File: src/rtl/cpu_types_pkg.sv
// rtl/cpu_types_pkg.sv - shared CPU/memory types for the pipeline and RAM interface
package cpu_types_pkg;

    typedef logic [31:0] word_t;

    typedef enum logic [1:0] {
        FREE   = 2'd0,
        BUSY   = 2'd1,
        ACCESS = 2'd2,
        ERROR  = 2'd3
    } ramstate_t;

    typedef enum logic [1:0] {
        IDLE   = 2'd0,
        SERV_I = 2'd1,
        SERV_D = 2'd2
    } arb_state_t;

endpackage

File: src/rtl/memory_arbiter.sv
// rtl/memory_arbiter.sv - single-port RAM arbiter between fetch and data ports
// Data wins ties; a saturating streak counter forces a fetch grant after DATA_STREAK_MAX data grants.
module memory_arbiter
    import cpu_types_pkg::*;
#(
    parameter int DATA_STREAK_MAX = 4
) (
    input  logic        CLK,
    input  logic        RST,
    input  logic        iREN,
    input  word_t       iaddr,
    output logic        ihit,
    output word_t       iload,
    input  logic        dREN,
    input  logic        dWEN,
    input  word_t       daddr,
    input  word_t       dstore,
    output logic        dhit,
    output word_t       dload,
    output logic        ramREN,
    output logic        ramWEN,
    output word_t       ramaddr,
    output word_t       ramstore,
    input  word_t       ramload,
    input  logic [1:0]  ramstate,
    output logic        bus_err
);

    localparam logic [3:0] STREAK_MAX = 4'(DATA_STREAK_MAX);

    arb_state_t state, next_state;
    logic [3:0] streak;
    ramstate_t  ram_st;
    logic       data_req;

    assign ram_st   = ramstate_t'(ramstate);
    assign data_req = dREN | dWEN;
    assign iload    = ramload;
    assign dload    = ramload;

    always_ff @(posedge CLK) begin
        if (RST) begin
            state  <= IDLE;
            streak <= 4'd0;
        end else begin
            state <= next_state;
            if (state == IDLE && next_state == SERV_D) begin
                if (!iREN)
                    streak <= 4'd0;
                else if (streak != STREAK_MAX)
                    streak <= streak + 4'd1;
            end else if (state == IDLE && next_state == SERV_I) begin
                streak <= 4'd0;
            end
        end
    end

    // A request dropped while being served aborts: strobes fall at once, no hit.
    always_comb begin
        next_state = state;
        ihit       = 1'b0;
        dhit       = 1'b0;
        bus_err    = 1'b0;
        ramREN     = 1'b0;
        ramWEN     = 1'b0;
        ramaddr    = '0;
        ramstore   = '0;
        case (state)
            IDLE: begin
                if (data_req && (!iREN || streak < STREAK_MAX))
                    next_state = SERV_D;
                else if (iREN)
                    next_state = SERV_I;
            end
            SERV_I: begin
                if (!iREN) begin
                    next_state = IDLE;
                end else begin
                    ramREN  = 1'b1;
                    ramaddr = iaddr;
                    if (ram_st == ACCESS) begin
                        ihit       = 1'b1;
                        next_state = IDLE;
                    end else if (ram_st == ERROR) begin
                        bus_err    = 1'b1;
                        next_state = IDLE;
                    end
                end
            end
            SERV_D: begin
                if (!data_req) begin
                    next_state = IDLE;
                end else begin
                    ramWEN   = dWEN;
                    ramREN   = dREN & ~dWEN;
                    ramaddr  = daddr;
                    ramstore = dstore;
                    if (ram_st == ACCESS) begin
                        dhit       = 1'b1;
                        next_state = IDLE;
                    end else if (ram_st == ERROR) begin
                        bus_err    = 1'b1;
                        next_state = IDLE;
                    end
                end
            end
            default: next_state = IDLE;
        endcase
    end

endmodule

File: config.mk
export PLATFORM = sky130hd
export DESIGN_NAME = memory_arbiter
export DESIGN_NICKNAME = d
export VERILOG_FILES = /design/src/rtl/cpu_types_pkg.sv /design/src/rtl/memory_arbiter.sv
export SDC_FILE = /design/constraint.sdc
export NUM_CORES = 1
export LEC_CHECK = 0
export CAP_MARGIN = 20
export CORE_AREA = 5 5 101 103
export DETAILED_ROUTE_END_ITERATION = 8
export DIE_AREA = 0 0 106 108
export DONT_BUFFER_PORTS = 1
export GPL_TIMING_DRIVEN = 1
export PLACE_DENSITY = 0.3
export SKIP_LAST_GASP = 1
export SLEW_MARGIN = 40
export SYNTH_ARGS = -nofsm -noshare
export SYNTH_HDL_FRONTEND = slang
export SYNTH_SLANG_ARGS = --single-unit
export TNS_END_PERCENT = 5
File: constraint.sdc
create_clock -name CLK -period 3 [get_ports CLK]
set_input_delay 0.6 -clock CLK [delete_from_list [all_inputs] [get_ports CLK]]
set_output_delay 0.6 -clock CLK [all_outputs]
set_load 0.05 [all_outputs]
==> flow_summary_export.csv, run 1 <==
group,metric,value,unit
logic_synthesis,ys_ff_latch,6,
pwr,power_density,386.0,nW/um^2
sta,setup_viol,0,
setup_path,crit_path_max_incr_delay,0.41,ns
detailed_routing,vias_per_cell,4.539,
logic_synthesis,syn_avg_cell_area,7.110,um^2
global_routing,grt_overflow,0,
cts,postCtsSetupBuffers,0,
setup_path,crit_buf_inv,3,
setup_path,crit_chain,"inv_1 > ha_1 > and2b_2 > buf_4 > a22oi_1 > nor2b_1 > buf_4",
placed_design,dpl.hpwl,5.362,mm
setup_path,path_delay_family,"buffers and inverters",
global_routing,grt_use_total,9.308,%
pwr,power.leakage,0.7248,nW
floorplanning,rows,35,
detailed_routing,wl_per_cell,18.44,um
sta,clock.fmax,0.3957,GHz
sta,finClkSkew,0.0005406,ns
worst_hold_path,hp-class,"input port to flip-flop",
global_routing,grt_pass1_vias,1483,
logic_synthesis,yosysSeqAreaShare,7.345,%
placed_design,portBuffers,0,
sta,fin_crit_sh,84.24,%
status,status,"finished, final reports clean",
sta,whs,0.4521,ns
finish,diodes,0,
cts,clk_pin_slew,0.03,ns
sta,worstMarginPinSlew,0.5015,ns
global_routing,grt_pass1_wl,8.459,mm
cts,cts.sinks,6,
floorplanning,initial_utilization,17.95,%
global_routing,grt_start_max_net_pins,36,
setup_path,r2r_cells,8,
setup_path,cp-end-kind,"primary output",
job,drv_cap,0,
finish,final_util,19.35,%
setup_path,regToRegSetupSlack,0.77,ns
cts,ctsRootBufferMaster,"clkbuf_8",
sta,hold_viol,0,
setup_path,cp.depth,7,
placed_design,routabilityCongestion,0.7163,
sta,rsz0062_at_grt,"false",
pwr,finalPower,0.6806,mW
finish,fin_nets,362,
sta,fin_tns_setup,0,ns
detailed_routing,num_vias,1498,
sta,slew_viol_final,0,
floorplanning,die_width,106,um
logic_synthesis,synthDistinctLibCells,33,
cts,cts_made_buffers,3,
setup_path,critPathMaxFanout,35,
cts,clockBufferDepth,2,
detailed_routing,drt_first_pass_iters,4,
floorplanning,io_pins,268,
setup_path,path_class,"flip-flop to primary output",
detailed_routing,route.detailed.drc,0,
setup_path,worstSetupStartpointType,"flip-flop",
floorplanning,core,9109,um^2
setup_path,cp_data_required_time,2.40,ns
global_routing,antenna_found_initial,0,
pwr,ir_drop,0.1439,mV
cts,cts_tree,"yes",
detailed_routing,first_iter_violations,89,
logic_synthesis,syn_nets,371,
cts,cts_hold_buf,0,
floorplanning,dieArea,11450,um^2
logic_synthesis,syn_inst,230,
cts,htree_levels,1,
setup_path,cp_common_cell,"buf_4",
detailed_routing,ant_nets,0,
finish,area_growth,7.804,%
finish,drive_gt1_share,33.33,%
logic_synthesis,yosys_warnings,0,
cts,clkLatencyLatePin,0.22,ns
detailed_routing,routed_wl,6.084,mm
worst_hold_path,hold_depth,1,
sta,slew-limit-headroom,66.80,%
logic_synthesis,synth_area,1635,um^2
setup_path,crit_slowest_cell,"dfxtp_1",
setup_path,critPathArrivalTime,1.93,ns
sta,min_period,2.527,ns
cts,post_cts_resized,0,
floorplanning,die_h,108,um
==> metrics by stage <==
stage                     instance area (um^2)  instances  setup slack, ns
after floorplan                           1635        230           0.2182
after global routing                      1763        330           0.3010
final                                     1763        330           0.4728
after global placement                    1722        327           0.5331
after CTS                                 1763        330           0.4233
after detailed placement                  1722        327           0.5769
==> layout make-up <==
type,count,area [um^2]
clock buffers,3,41.29
fillers,1047,7346
inverters,7,26.28
multi-input cells,139,955.9
flip-flops and latches,6,120.1
well taps,111,138.9
repair buffers,64,480.5
==> routing by layer <==
| layer | routed length, um | up-vias | track usage, % | part of all wire, % |
|---|---|---|---|---|
| met3 | 712 | 22 | 4.119 | 12 |
| met4 | 116 | 0 | 2.498 | 1.9 |
| met2 | 3247 | 138 | 18.03 | 53 |
| met1 | 2008 | 652 | 8.941 | 33 |
| met5 | 0 | - | 0 | 0 |
| li1 | - | 686 | - | - |
==> worst paths after layout <==
kind,from,to
worst min register to register,streak[1],streak[1]
worst max register to register,state[0],streak[2]
worst max-delay path,state[0],ramaddr[10]
worst min-delay path,RST,streak[3]
==> cell families after synthesis <==
kind of cell	Yosys count	synth area share (%)
AO/OA/AOI/OAI	48	21.50
AND/OR/NAND/NOR	85	32.36
buffers and inverters	85	34.20
adder cells (fa/ha/maj)	6	4.591
flip-flops	6	7.345
==> layout by cell type (no fill, tap or decap), drive strengths merged, types with 4 or more instances in the layout <==
master  count
a21oi       4
a22oi      32
and2       35
buf        64
dfxtp       6
ha          6
inv         7
nand2b      5
nor2        4
nor2b      32
==> flip-flops by register name, indices dropped and copies added, names as in the netlist <==
register	cells
streak	4
state	2
==> where the power goes <==
part           switching (mW)  total (mW)  internal [mW]
registers             0.00647      0.0937         0.0872
logic                   0.321       0.468          0.147
clock network          0.0330       0.119         0.0860
==> cells in the mapped netlist <==
master / number / area share, %
buf_4: 64 / 29
and2_1: 33 / 13
a22oi_1: 32 / 15
nor2b_1: 32 / 12
clkbuf_1: 13 / 3.0
inv_1: 7 / 1.6
dfxtp_1: 6 / 7.3
ha_1: 6 / 4.6
nand2b_1: 5 / 1.9
a21oi_1: 3 / 0.92
nor2_1: 3 / 0.69
a211o_1: 2 / 1.1
and2_2: 2 / 0.92
o21ai_0: 2 / 0.61
o32ai_1: 2 / 1.1
a21boi_0: 1 / 0.46
a21oi_2: 1 / 0.54
a31oi_1: 1 / 0.38
and2b_2: 1 / 0.54
and3_2: 1 / 0.46
buf_1: 1 / 0.23
nand2_1: 1 / 0.23
nand3_1: 1 / 0.31
nand3b_1: 1 / 0.46
nand4_1: 1 / 0.38
nor2_2: 1 / 0.38
nor3b_1: 1 / 0.46
nor4_1: 1 / 0.38
o21ai_1: 1 / 0.31
o22ai_1: 1 / 0.38
o311a_1: 1 / 0.61
o31ai_1: 1 / 0.46
or3_1: 1 / 0.38
(Power assumes the default switching activity.)
==> run 2, diff against run 1 <==
Clock period 3 ns to 2.34 ns, I/O delays scaled along.
==> run 2 against run 1 <==
Cell count rose by 2.7%. Highest routed layer unchanged. Worst hold slack got worse by 0.12 ns. Clock power rose by 28%. Power rose by 51%. Sequential share of layout area fell by 1.5 points. First-iteration DRC count rose by 9.0%. Combinational power rose by 62%. Non-clock buffer count rose by 9.
==> flow_summary_export.csv, run 2 (synthesis gave the netlist of run 1 again) <==
group,metric,value,unit
placed_design,routabilityCongestion,0.7102,
pwr,ir_drop,0.1730,mV
pwr,p_sw,0.4921,mW
cts,clk_pin_slew,0.04,ns
sta,clock.fmax,0.4465,GHz
detailed_routing,num_vias,1506,
setup_path,critPathMaxFanout,25,
sta,hold_viol,0,
global_routing,grt_pass1_wl,8.411,mm
placed_design,placed_cell_area,2205,um^2
floorplanning,initial_utilization,17.95,%
pwr,power_density,453.4,nW/um^2
cts,htree_levels,1,
detailed_routing,wl_per_cell,18.32,um
cts,clkLatencyLatePin,0.22,ns
setup_path,cp-end-kind,"primary output",
job,drv_cap,0,
finish,largest-register,"streak",
detailed_routing,route.detailed.drc,0,
setup_path,worstSetupStartpointType,"flip-flop",
global_routing,grt_overflow,0,
cts,cts_made_buffers,3,
finish,largest_reg_flops,4,
cts,cts_tree,"yes",
sta,rsz0062_at_grt,"false",
worst_hold_path,hp-class,"input port to flip-flop",
finish,drive_gt1_share,37.72,%
detailed_routing,ant_nets,0,
pwr,finalPower,1.030,mW
cts,postCtsSetupBuffers,0,
status,status,"finished, final reports clean",
placed_design,place_inst,336,
finish,fin_nets,371,
global_routing,grt_pass1_vias,1544,
placed_design,dpl.hpwl,5.495,mm
cts,clockBufferDepth,2,
detailed_routing,routed_wl,6.210,mm
placed_design,pre_cts_ws,0.1562,ns
detailed_routing,first_iter_violations,97,
finish,n_fill_cell,961,
setup_path,path_class,"flip-flop to primary output",
sta,setup_viol,0,
global_routing,grt_start_max_net_pins,40,
setup_path,cp_data_required_time,1.87,ns
detailed_routing,drt_first_pass_iters,4,
pwr,power.internal,0.5380,mW
floorplanning,dieArea,11450,um^2
cts,cts_hold_buf,0,
sta,worst_slack,0.1005,ns
floorplanning,rows,35,
sta,worstMarginPinSlew,0.2950,ns
finish,instances_no_fill,339,
sta,slew-limit-headroom,80.17,%
finish,diodes,0,
sta,finClkSkew,0.001651,ns
finish,final_util,24.95,%
global_routing,grt_use_total,9.432,%
cts,ctsRootBufferMaster,"clkbuf_8",
global_routing,antenna_found_initial,0,
finish,mostFrequentLayoutCells,"37 x buf_4, 33 x and2_1, 33 x buf_12",
floorplanning,die_h,108,um
sta,min_period,2.239,ns
finish,mostFrequentLayoutCell,"buf_4",
pwr,power.leakage,0.8758,nW
finish,reg_top3,"streak x4, state x2",
setup_path,critPathArrivalTime,1.77,ns
sta,slew_viol_final,0,
floorplanning,die_width,106,um
placed_design,portBuffers,0,
detailed_routing,vias_per_cell,4.442,
pwr,pwr-share-seq,11.7,%
cts,cts.sinks,6,
floorplanning,io_pins,268,
pwr,p_comb_share,73.6,%
sta,fin_crit_sh,95.70,%
pwr,p_sw_share,47.77,%
finish,final_area,2272,um^2
finish,area_growth,38.94,%
pwr,clkPwrFrac,14.7,%
floorplanning,core,9109,um^2
run 2: final cells by class:
class,instances,area [um^2],share of cell area (%)
repair buffers,73,975.9,42.95
flip-flops and latches,6,121.4,5.341
multi-input cells,139,968.4,42.62
inverters,7,26.28,1.156
well taps,111,138.9,6.112
clock buffers,3,41.29,1.817
run 2: critical path, stage by stage, from the launching register on:
cell,delay [ns]
dfxtp_2,0.34
inv_1,0.08
ha_1,0.22
and2b_2,0.21
buf_6,0.21
a22oi_1,0.09
nor2b_1,0.16
buf_4,0.22
run 2: power groups by stage:
stage / logic [mW] / registers [mW] / clock network, mW
6_report: 0.758 / 0.121 / 0.152
5_1_grt: 0.803 / 0.122 / 0.164
4_1_cts: 0.761 / 0.121 / 0.158
3_5_place_dp: 0.759 / 0.122 / 0
3_3_place_gp: 0.756 / 0.122 / 0
2_1_floorplan: 0.755 / 0.120 / 0
run 2: stage by stage:
stage | hold WS, ns | setup TNS (ns)
detailed placement | 0.5019 | 0
global placement | 0.4952 | 0
global route | 0.3242 | 0
finish | 0.3302 | 0
floorplan | 0.4774 | -5.957
CTS | 0.3249 | -0.02496
run 2: worst paths after layout:
path | from | to | slack (ns) | depth (start not counted)
worst max-delay path | state[0] | ramaddr[3] | 0.10 | 7
worst max register to register | state[0] | streak[2] | 0.25 | 8
worst min register to register | streak[3] | streak[3] | 0.51 | 1
worst min-delay path | RST | streak[3] | 0.33 | 1
run 2: metal layers:
metal | global-route usage [%] | routed length [um] | vias up
met1 | 8.867 | 1949 | 646
met2 | 18.58 | 3411 | 132
met5 | 0 | 0 | -
li1 | - | - | 705
met3 | 3.224 | 686 | 23
met4 | 3.885 | 163 | 0
run 2: timing repair:
item | 4_1_cts | 5_1_grt
cloned | 0 | 0
resized for setup | 2 | 5
pin swaps | 0 | 0
endpoints found under the setup margin | 4 | 62
==> run 3, diff against run 2 <==
Settings changed: ABC_AREA set to 1, TNS_END_PERCENT 5 to 100.
==> run 3 against run 2 <==
Via count increased by 27%. Power increased by 8.9%. Cell count increased by 29%. Maximum frequency increased by 2.5%. Clock-buffer cell count unchanged. Die area unchanged. First-iteration DRC count increased by 10%. Register-to-register slack improved by 0.26 ns. Critical path depth increased by 1. Sequential power increased by 12%. Synthesized cell count increased by 43%. Critical path type unchanged. Highest routed layer unchanged.
==> flow_summary_export.csv, run 3 <==
group,metric,value,unit
cts,cts.sinks,6,
logic_synthesis,yosys_warnings,0,
placed_design,dpl.hpwl,6.059,mm
pwr,p_sw,0.6468,mW
cts,clkLatencyLatePin,0.22,ns
finish,reg_top3,"streak x4, state x2",
setup_path,r2r_end,"streak[0]",
logic_synthesis,synthArstFlopShare,0,%
finish,area_growth,17.13,%
global_routing,grt_use_total,11.43,%
pwr,power.internal,0.4755,mW
logic_synthesis,synth_commonest_cells,"64 x buf_4, 47 x inv_1, 47 x nand2_1",
logic_synthesis,synth_edf_count,0,
detailed_routing,num_vias,1912,
finish,fin_nets,470,
setup_path,worstSetupStartpointType,"flip-flop",
setup_path,crit_buf_inv,4,
detailed_routing,drt_first_pass_iters,6,
job,drv_cap,0,
placed_design,place_inst,433,
global_routing,grt_pass1_vias,2010,
pwr,p_comb_share,74.5,%
placed_design,placed_cell_area,2059,um^2
logic_synthesis,synth_area,1848,um^2
pwr,pwr-share-seq,12.1,%
setup_path,critPathArrivalTime,1.72,ns
finish,largest_reg_flops,4,
floorplanning,die_h,108,um
finish,mostFrequentLayoutCells,"71 x buf_4, 47 x nand2_1, 45 x inv_1",
sta,slew_viol_final,0,
finish,instances_no_fill,438,
setup_path,crit_path_max_incr_delay,0.34,ns
sta,fin_crit_sh,93.41,%
sta,setup_viol,0,
setup_path,critPathMaxFanout,16,
cts,cts_made_buffers,3,
worst_hold_path,hp-class,"input port to flip-flop",
worst_hold_path,whs_endpoint,"state[0]",
setup_path,crit_slowest_cell,"dfxtp_2",
detailed_routing,first_iter_violations,107,
setup_path,r2r_cells,13,
detailed_routing,route.detailed.drc,0,
status,status,"finished, final reports clean",
floorplanning,rows,35,
sta,rsz0062_at_grt,"false",
detailed_routing,vias_per_cell,4.365,
worst_hold_path,hold_depth,1,
placed_design,routabilityCongestion,0.7571,
placed_design,portBuffers,0,
cts,cts_tree,"yes",
sta,worstMarginPinSlew,0.4282,ns
logic_synthesis,netlist.area_leader.share,26.00,%
setup_path,regToRegSetupSlack,0.51,ns
finish,diodes,0,
pwr,ir_drop,0.1592,mV
cts,clk_pin_slew,0.03,ns
detailed_routing,ant_nets,0,
finish,final_area,2165,um^2
cts,htree_levels,1,
logic_synthesis,ys_ff_latch,6,
setup_path,path_class,"flip-flop to primary output",
setup_path,cp-end-kind,"primary output",
sta,finClkSkew,0.002357,ns
global_routing,grt_pass1_wl,10.47,mm
finish,mostFrequentLayoutCell,"buf_4",
worst_hold_path,min_from,"RST",
pwr,power.leakage,1.082,nW
global_routing,grt_overflow,0,
sta,min_period,2.186,ns
finish,largest-register,"streak",
pwr,clkPwrFrac,13.4,%
floorplanning,io_pins,268,
sta,hold_viol,0,
global_routing,grt_start_max_net_pins,37,
logic_synthesis,synth-main-ff-cell,"dfxtp_1",
finish,n_fill_cell,1074,
logic_synthesis,syn_avg_cell_area,5.600,um^2
logic_synthesis,yosysMostFrequentCell,"buf_4",
logic_synthesis,synth_area_leader_cell,"buf_4",
global_routing,antenna_found_initial,0,
floorplanning,dieArea,11450,um^2
floorplanning,core,9109,um^2
logic_synthesis,syn_inst,330,
finish,seq_area,122.6,um^2
setup_path,path_delay_family,"buffers and inverters",
sta,slew-limit-headroom,71.42,%
detailed_routing,routed_wl,7.478,mm
sta,clock.fmax,0.4575,GHz
finish,multi_input_area,1044,um^2
setup_path,crit_chain,"inv_2 > ha_4 > nand2_8 > clkinvlp_4 > clkbuf_16 > o211ai_1 > nor2_1 > buf_4",
logic_synthesis,synthTopCellsByArea,"buf_4 26%, nand3_1 10%, inv_1 9.5%",
cts,ctsRootBufferMaster,"clkbuf_8",
cts,clockBufferDepth,2,
pwr,power_density,518.5,nW/um^2
logic_synthesis,yosysSeqAreaShare,6.500,%
logic_synthesis,synthDistinctLibCells,26,
floorplanning,die_width,106,um
finish,drive_gt1_share,37.61,%
cts,postCtsSetupBuffers,0,
pwr,finalPower,1.122,mW
setup_path,r2r_start,"state[0]",
detailed_routing,wl_per_cell,17.07,um
setup_path,cp_data_required_time,1.87,ns
logic_synthesis,syn_nets,471,
pwr,p_sw_share,57.63,%
floorplanning,initial_utilization,20.29,%
==> run 3: changes by cell type after synthesis, moves of 5 or more <==
cell	previous run	this run
inv_2	0	5
a22oi_1	32	0
a21oi_1	3	33
nand2_2	0	7
inv_1	7	47
nand3_1	1	37
and2_1	33	0
nor2_1	3	42
nand2_1	1	47
nand2b_1	5	0
nor2b_1	32	0
==> run 3: what timing repair did <==
| item | in CTS | in global routing |
|---|---|---|
| endpoints found under the setup margin | 7 | 33 |
| hold buffers | 0 | 0 |
| gates cloned | 0 | 2 |
| resized for setup | 1 | 6 |
==> run 3: power by group through the flow <==
stage	clock [mW]	sequential, mW	combinational [mW]
after floorplan	0	0.132	0.900
after global placement	0	0.136	0.812
after detailed placement	0	0.135	0.813
after CTS	0.158	0.133	0.817
after global routing	0.165	0.138	0.907
final	0.151	0.135	0.836
==> run 3: metal layers <==
layer	GRT usage, %	routed length [um]
met5	0	0
met4	3.608	182
met3	3.522	659
met2	21.58	3968
met1	12.14	2668
==> run 3: worst max path at each step <==
| stage | cells past startpoint | start | slack, ns | endpoint |
|---|---|---|---|---|
| 4_1_cts | 8 | state[0] | 0.04 | ramaddr[18] |
| 5_1_grt | 8 | state[0] | 0.04 | ramaddr[8] |
| 6_report | 8 | state[0] | 0.15 | bus_err |
| 3_5_place_dp | 8 | state[0] | 0.21 | ramaddr[18] |
| 3_3_place_gp | 8 | state[0] | 0.30 | bus_err |
| 2_1_floorplan | 7 | state[0] | -0.02 | ramaddr[23] |
==> run 3: metrics by stage <==
stage               utilization, %  worst slack, ns  hold slack [ns]  setup TNS [ns]
floorplan                        -         -0.01698           0.4791         -0.2656
finish                       23.76           0.1542           0.3111               0
global route                 23.76          0.03613           0.2996               0
CTS                          23.09          0.04094           0.3112               0
detailed placement           22.61           0.2094           0.4941               0
global placement             22.61           0.3033           0.4885               0
==> run 3: cell type report <==
cell class / instances / area share, %
clock buffers: 3 / 1.908
inverters: 54 / 9.653
multi-input cells: 189 / 48.21
flip-flops and latches: 6 / 5.665
well taps: 111 / 6.416
repair buffers: 75 / 28.15
==> run 3: cells by family after synthesis <==
group / count (synthesis) / share of synthesized area [%]
AND/OR/NAND/NOR: 145 / 36.56
buffers and inverters: 135 / 41.23
AO/OA/AOI/OAI: 37 / 11.17
adder cells (fa/ha/maj): 6 / 4.062
flip-flops: 6 / 6.500
XOR/XNOR: 1 / 0.4740
